`src/rtl/tcb_arb.sv`:
```
// Round-robin arbiter: MN TCB managers share one TCB subordinate port.
// Optional lock support is enabled with `define TCB_ARB_LOCK_EN.
module tcb_arb #(
    parameter int unsigned MN  = 2,
    parameter int unsigned AW  = 32,
    parameter int unsigned DW  = 32,
    parameter int unsigned BW  = DW/8,
    parameter int unsigned DLY = 1
)(
    input  logic             clk,
    input  logic             rst,
    input  logic [MN-1:0]    man_vld,
    input  logic [MN-1:0]    man_wen,
    input  logic [MN*AW-1:0] man_adr,
    input  logic [MN*BW-1:0] man_ben,
    input  logic [MN*DW-1:0] man_wdt,
    input  logic [MN-1:0]    man_lck,
    output logic [MN-1:0]    man_rdy,
    output logic [MN-1:0]    man_rsp,
    output logic [DW-1:0]    man_rdt,
    output logic             man_err,
    output logic             sub_vld,
    output logic             sub_wen,
    output logic [AW-1:0]    sub_adr,
    output logic [BW-1:0]    sub_ben,
    output logic [DW-1:0]    sub_wdt,
    input  logic             sub_rdy,
    input  logic [DW-1:0]    sub_rdt,
    input  logic             sub_err
);

    localparam int unsigned IW = (MN > 1) ? $clog2(MN) : 1;

    typedef logic [IW-1:0] idx_t;

    logic [AW-1:0] adr_a [MN];
    logic [BW-1:0] ben_a [MN];
    logic [DW-1:0] wdt_a [MN];

    for (genvar i = 0; i < MN; i++) begin : g_unpack
        assign adr_a[i] = man_adr[i*AW +: AW];
        assign ben_a[i] = man_ben[i*BW +: BW];
        assign wdt_a[i] = man_wdt[i*DW +: DW];
    end

    idx_t ptr;
    idx_t srch;
    idx_t free_gnt;
    idx_t gnt;
    idx_t gnt_q;
    logic stall_q;
    logic trn;
    logic unused;

    function automatic idx_t nxt(input idx_t i);
        if (i == idx_t'(MN-1))
            return '0;
        else
            return i + idx_t'(1);
    endfunction

    // First requester at or after ptr, with wrap; defaults to ptr.
    always_comb begin
        logic [IW:0] s;
        logic        found;
        srch  = ptr;
        found = 1'b0;
        s     = '0;
        for (int unsigned k = 0; k < MN; k++) begin
            s = {1'b0, ptr} + (IW+1)'(k);
            if (s >= (IW+1)'(MN))
                s = s - (IW+1)'(MN);
            if (!found && man_vld[s[IW-1:0]]) begin
                srch  = s[IW-1:0];
                found = 1'b1;
            end
        end
    end

    // A stalled request keeps its grant so the subordinate sees it stable.
    assign free_gnt = (stall_q && man_vld[gnt_q]) ? gnt_q : srch;

`ifdef TCB_ARB_LOCK_EN
    logic lck_q;
    idx_t lck_own;

    always_ff @(posedge clk) begin
        if (rst) begin
            lck_q   <= 1'b0;
            lck_own <= '0;
        end else if (trn) begin
            lck_q <= man_lck[gnt];
            if (man_lck[gnt])
                lck_own <= gnt;
        end
    end

    assign gnt = lck_q ? lck_own : free_gnt;
`else
    assign gnt = free_gnt;
`endif

    assign sub_vld = man_vld[gnt];
    assign sub_wen = man_wen[gnt];
    assign sub_adr = adr_a[gnt];
    assign sub_ben = ben_a[gnt];
    assign sub_wdt = wdt_a[gnt];
    assign trn     = sub_vld & sub_rdy;

    always_comb begin
        man_rdy      = '0;
        man_rdy[gnt] = trn;
    end

    assign man_rdt = sub_rdt;
    assign man_err = sub_err;

    always_ff @(posedge clk) begin
        if (rst) begin
            ptr     <= '0;
            gnt_q   <= '0;
            stall_q <= 1'b0;
        end else begin
            gnt_q   <= gnt;
            stall_q <= sub_vld & ~sub_rdy;
            if (trn)
                ptr <= nxt(gnt);
        end
    end

    if (DLY == 0) begin : g_nodly
        assign man_rsp = man_rdy & man_vld & {MN{~rst}};
        assign unused  = ^{man_lck, gnt_q};
    end else begin : g_dly
        logic [DLY-1:0]         pv;
        logic [DLY-1:0][IW-1:0] pi;
        logic [DLY:0]           pv_n;
        logic [DLY:0][IW-1:0]   pi_n;

        assign pv_n = {pv, trn};
        assign pi_n = {pi, gnt};

        always_ff @(posedge clk) begin
            if (rst)
                pv <= '0;
            else
                pv <= pv_n[DLY-1:0];
            pi <= pi_n[DLY-1:0];
        end

        // Gated by rst so a response in flight at reset never surfaces.
        always_comb begin
            man_rsp             = '0;
            man_rsp[pi[DLY-1]]  = pv[DLY-1] & ~rst;
        end

        assign unused = ^{man_lck, pv_n[DLY], pi_n[DLY]};
    end

endmodule
```
`config.mk`:
```
export PLATFORM = sky130hd
export DESIGN_NAME = tcb_arb
export DESIGN_NICKNAME = d
export VERILOG_FILES = /design/src/rtl/tcb_arb.sv
export SDC_FILE = /design/constraint.sdc
export NUM_CORES = 1
export LEC_CHECK = 0
export ABC_AREA = 1
export CORE_AREA = 8 8 104 106
export CTS_CLUSTER_DIAMETER = 80
export DETAILED_ROUTE_END_ITERATION = 16
export DIE_AREA = 0 0 112 114
export PLACE_DENSITY = 0.7
export SYNTH_ARGS = -nofsm -noshare
export SYNTH_HDL_FRONTEND = slang
export SYNTH_SLANG_ARGS = --single-unit
```
`constraint.sdc`:
```
create_clock -name clk -period 1.5 [get_ports clk]
set_input_delay 0.15 -clock clk [delete_from_list [all_inputs] [get_ports clk]]
set_output_delay 0.15 -clock clk [all_outputs]
set_load 0.03 [all_outputs]
```
### Word-level counts from Yosys, hierarchy flattened

Index checks and enable logic that the tools add are counted.

* flip-flop bits (word level): 5
* input port bits: 178
* output and inout bits: 107
* logic and storage cells: 62

* add/sub/neg operators: 4
* magnitude comparators: 10
* mux-type cells: 30
* bitwise operators: 8
* reductions and logical operators: 5

Operators by type and width (count)
* two-way mux 32 bit: 6
* two-way mux 1 bit: 19
* two-way mux 4 bit: 3
* < comparator 1 x 2 -> 1 bit, second input constant: 5
* AND 2 bit: 2
* >= comparator 2 bit, second input constant: 2
* logical AND 1 bit: 4
* AND 1 bit: 3
* adder 1 x 1 -> 2 bit, second input constant: 1
* demux 1 bit (select 1 bit): 2
* >= comparator 1 bit, second input constant: 2
* >= comparator 1 x 2 -> 1 bit, second input constant: 1
* inverter 1 bit: 2
* inverter 1 -> 2 bit: 1
* subtractor 1 bit, second input constant: 2
* adder 1 bit, second input constant: 1
* zero test 1 bit: 1

### Longest topological paths before layout

Gate-level depths: netlist of the first run.

* word-level depth: 14
* mapped depth: 7
* mapped depth without buffers: 6

### Worst setup path after synthesis of the first run

OpenSTA, ideal clock, no wires.

* path type: register to output
* start point: register ptr
* end point: output man_rdy[0]
* arrival: 1.255 ns
* required time: 1.350 ns
* path slack: 0.095 ns
* cell stages (with the launch flop): 5
* path through: dfxtp_1 -> o21ai_4 -> nand2_8 -> buf_6 -> nor2_1

* longest elaborated chain between the ends: 14

Ends and longest elaborated chain
* from (decl): RTL line 46 `idx_t ptr;`
* from (signal assigned): RTL line 127 `ptr <= nxt(gnt);`
* >= comparator 1 x 2 -> 1 bit / subtractor 1 bit (equally long branches): RTL line 71, 72
* two-way mux 1 bit: RTL line 71 `if (s >= (IW+1)'(MN))`
* two-way mux 1 bit (implied by the code) (2 in a row): RTL line 73 `if (!found && man_vld[s[IW-1:0]]) begin`
* two-way mux 1 bit: RTL line 73
* zero test 1 bit: RTL line 73
* logical AND 1 bit: RTL line 73
* two-way mux 1 bit *: RTL line 73
* two-way mux 1 bit *: RTL line 81 `assign free_gnt = (stall_q && man_vld[gnt_q]) ? gnt_q : srch;`
* net free_gnt: RTL line 48 `idx_t free_gnt;`
* < comparator 1 x 2 -> 1 bit (implied by the code) / >= comparator 1 bit (equally long branches): RTL line 112 `man_rdy[gnt] = trn;`
* logical AND 1 bit (implied by the code): RTL line 112
* two-way mux 1 bit (implied by the code): RTL line 112
* demux 1 bit (select 1 bit): RTL line 112
* AND 2 bit (no source line) *
* to (decl): RTL line 18 `output logic [MN-1:0] man_rdy,`

The timed path passes the listed nets; every way through them passes the cells marked *. The select of a mux whose other input is x is not followed.

### Final worst setup path of the first run

* start point: register ptr
* end point: output sub_wdt[7]

* longest elaborated chain between the ends: 13

Ends and longest elaborated chain
* >= comparator 1 x 2 -> 1 bit / subtractor 1 bit (equally long branches): RTL line 71, 72
* two-way mux 1 bit: RTL line 71
* two-way mux 1 bit (implied by the code) (2 in a row): RTL line 73
* two-way mux 1 bit: RTL line 73
* zero test 1 bit: RTL line 73
* logical AND 1 bit: RTL line 73
* two-way mux 1 bit *: RTL line 73
* two-way mux 1 bit *: RTL line 81
* inverter 1 -> 2 bit (implied by the code) *: RTL line 107 `assign sub_wdt = wdt_a[gnt];`
* two-way mux 32 bit (implied by the code) * (3 in a row): RTL line 107
* to (decl): RTL line 26 `output logic [DW-1:0] sub_wdt,`

Every way passes the cells marked *; elsewhere a longest branch is shown, timed or not. The select of a mux whose other input is x is not followed.

==> results by group, run 1 <==
Timing
  • Least-Margin Pin Slew: 0.241 ns
  • Final Setup Violations: 71
  • Slew Viols, Final: 0
  • Unrepaired setup endpoints after global routing: true
  • Period utilization: 107%
  • Worst relative slew slack: 84.0%
  • Final setup margin: -0.105 ns
  • Max frequency: 0.623 GHz
  • Crit path time final: 1.60 ns
  • Fin Clk Skew: 0.00251 ns
  • Post-Route Setup TNS: -3.74 ns
  • Hold Vio Cnt, Final: 0

Synthesis
  • Post-synthesis sequential area ratio: 6.32%
  • Count of different cell masters after synthesis: 17
  • Synth async-reset ratio: 0%
  • Top cell type's share of synthesized area: 34.4%
  • Commonest cells in the netlist: 145 x nand2_1, 59 x nand3_1, 33 x buf_4
  • Ys Warns: 0
  • EDFF count, synth: 0
  • Yosys top cell by area: nand2_1
  • Top FF cell, synth: dfxtp_1
  • Dominant cell by count in the synthesized netlist: nand2_1
  • Synth top area cells: nand2_1 34%, nand3_1 19%, buf_4 16%
  • Seq cells post-synth: 5
  • Syn_nets: 472
  • Syn Area/Cell: 5.39 um^2
  • Synthesized instance count: 294
  • Mapped Area: 1580 um^2

Power
  • Switching Fraction: 45.2%
  • P_sw: 1.18 mW
  • Worst ir drop on vdd: 0.362 mV
  • Power share of the combinational group: 84.8%
  • Pint: 1.43 mW
  • Pwr Density: 627 nW/um^2
  • Clock share of power: 9.5%
  • Flop pwr share: 5.8%
  • Leakage power: 2.05 nW

Global routing
  • Grt met1 use: 12.2%
  • GR Util met3: 5.49%
  • Met2 Track Usage GR: 26.5%
  • GR Util All Layers: 13.4%
  • Largest net degree at the start of global routing: 39
  • Vias in the first global route: 2,771
  • Top Usage Layer GRT: met2
  • Global-route wire length before repair: 14,000 um
  • Initial antenna violation count: 0
  • Gr ovfl total: 0

Cells and area
  • Layout cells sized above 1: 32.2%
  • P&R area growth vs syn: 163%
  • Layout Nets: 667
  • N_diodes: 0
  • Fillers: 907

Outcome
  • Failing checks: negative setup slack
  • Status: finished with violations

Clocking
  • Worst-path clk slew: 0.04 ns
  • Clock Latency Late Sink: 0.22 ns
  • Num CTS Buffers: 3
  • Clock tree sinks: 5
  • CTS max path bufs: 2
  • CTS root buf: clkbuf_8
  • CTS tree: built
  • CTS H-tree depth: 1

Worst setup path
  • WP data arrival: 1.45 ns
  • Worst setup EP type: output port
  • Critical path class: flip-flop to output port
  • Setup crit start: ptr
  • Reg-to-Reg Start: ptr
  • WP data required: 1.35 ns
  • CP Launch Type: flip-flop
  • Crit-path max FO: 8

Placement
  • GPL Wtd Cong: 0.843
  • Place WS: -0.269 ns
  • Buffers on Ports: 216
  • Final HPWL DP: 7150 um

Die
  • Die area: 12,800 um^2
  • Die W: 112 um
  • Initial Utilization: 17.4%
  • Die Y: 114 um
  • Row count: 35
  • CORE AREA: 9110 um^2
  • I/O pin cnt: 285

Routing
  • Vias: 2,637
  • Wire per inst: 16.5 um
  • First-pass DRT Iterations: 4
  • Drt initial violations: 118
  • DRC: 0
  • Vias per cell: 4.40
  • Total Routed Length: 9900 um
  • DRT antenna net count: 0

Flow run
  • Number of max-cap violations: 0

Hold path
  • Hold path startpoint: sub_rdt[21]
  • Hold WC Path Type: input pin to output port
[cell type report]
type,instances,area (um^2),share of cell area [%]
multi-input cells,226,1160,28.0
inverters,9,33.8,0.812
repair buffers,244,2680,64.4
flip-flops and latches,5,101,2.43
well taps,111,139,3.34
clock buffers,4,45.0,1.08
[layer usage]
layer	wire length, um	part of all wire [%]
met5	0	0
met4	206	2.1
met3	986	10
met2	5190	52
met1	3520	35
[logic make-up after synthesis]
group | share of synthesized area [%]
flops | 6.32
simple gates | 63.7
buf+inv | 28.6
compound gates | 1.34
[path summary, 6_finish.rpt]
path	to	slack, ns	depth (start not counted)
max	sub_wdt[7]	-0.10	8
min	man_rdt[21]	0.30	0
max reg2reg	ptr	0.27	6
min reg2reg	ptr	0.64	5
[power by group through the flow]
stage / Clock, mW / Sequential, mW / Combinational [mW]
2_1_floorplan: 0 / 0.151 / 1.11
3_3_place_gp: 0 / 0.152 / 1.81
3_5_place_dp: 0 / 0.152 / 1.82
4_1_cts: 0.254 / 0.150 / 2.09
5_1_grt: 0.259 / 0.151 / 2.35
6_report: 0.248 / 0.150 / 2.21
[stage by stage]
step	std cells	util [%]	area [um^2]	power, mW	hold slack [ns]
2_1_floorplan	294	-	1580	1.26	0.222
3_3_place_gp	582	38.2	3480	1.96	0.300
3_5_place_dp	582	38.2	3480	1.98	0.300
4_1_cts	590	42.8	3890	2.50	0.300
5_1_grt	599	45.7	4160	2.76	0.300
6_report	599	45.7	4160	2.61	0.300
[placed cells by master, fill, tap and decap left out, drive strengths merged]
master         netlist  final
a21oi                1      1
buf                 49     98
clkbuf               5      8
clkdlybuf4s50        0    140
dfxtp                5      5
dlygate4sd2          0      2
inv                  9      9
nand2              147    147
nand3               70     70
nor2                 7      7
o21ai                1      1
[registers in the layout, summed over array words and instances (netlist names)]
| name | flops |
|---|---|
| g_dly.pv | 1 |
| gnt_q | 1 |
| stall_q | 1 |
| ptr | 1 |
| g_dly.pi | 1 |
[what timing repair did]
action                     in CTS  in global routing
pin swaps                       1                  6
setup endpoints to repair      71                 71
gates resized for setup        83                 39
cloned                          3                  5
setup buffers                   1                  4
hold buffers                    0                  0
[critical path, cell delays in order, from the launching register on]
cell and delay, ns:
dfxtp_2 0.35, inv_2 0.05, nand2_2 0.07, nand3_4 0.11, nand2_8 0.18, clkbuf_16 0.20, nand2_1 0.06, nand2_1 0.08
buf_6 0.14
Power figures use the tool's default switching activity.
==> inputs of run 2 (changes only) <==
--- a/config.mk
+++ b/config.mk
@@ -11,6 +11,7 @@
 export DETAILED_ROUTE_END_ITERATION = 16
 export DIE_AREA = 0 0 112 114
 export PLACE_DENSITY = 0.7
+export SLEW_MARGIN = 20
 export SYNTH_ARGS = -nofsm -noshare
 export SYNTH_HDL_FRONTEND = slang
 export SYNTH_SLANG_ARGS = --single-unit
==> results of run 2 <==
Same layout as run 1: the final DEF is identical, and so are final timing and power.
==> inputs of run 3 (changes only) <==
--- a/config.mk
+++ b/config.mk
@@ -8,6 +8,7 @@
 export ABC_AREA = 1
 export CORE_AREA = 8 8 104 106
 export CTS_CLUSTER_DIAMETER = 80
+export CTS_CLUSTER_SIZE = 14
 export DETAILED_ROUTE_END_ITERATION = 16
 export DIE_AREA = 0 0 112 114
 export PLACE_DENSITY = 0.7
==> results of run 3 <==
Same layout as run 1: the final DEF is identical, and so are final timing and power.
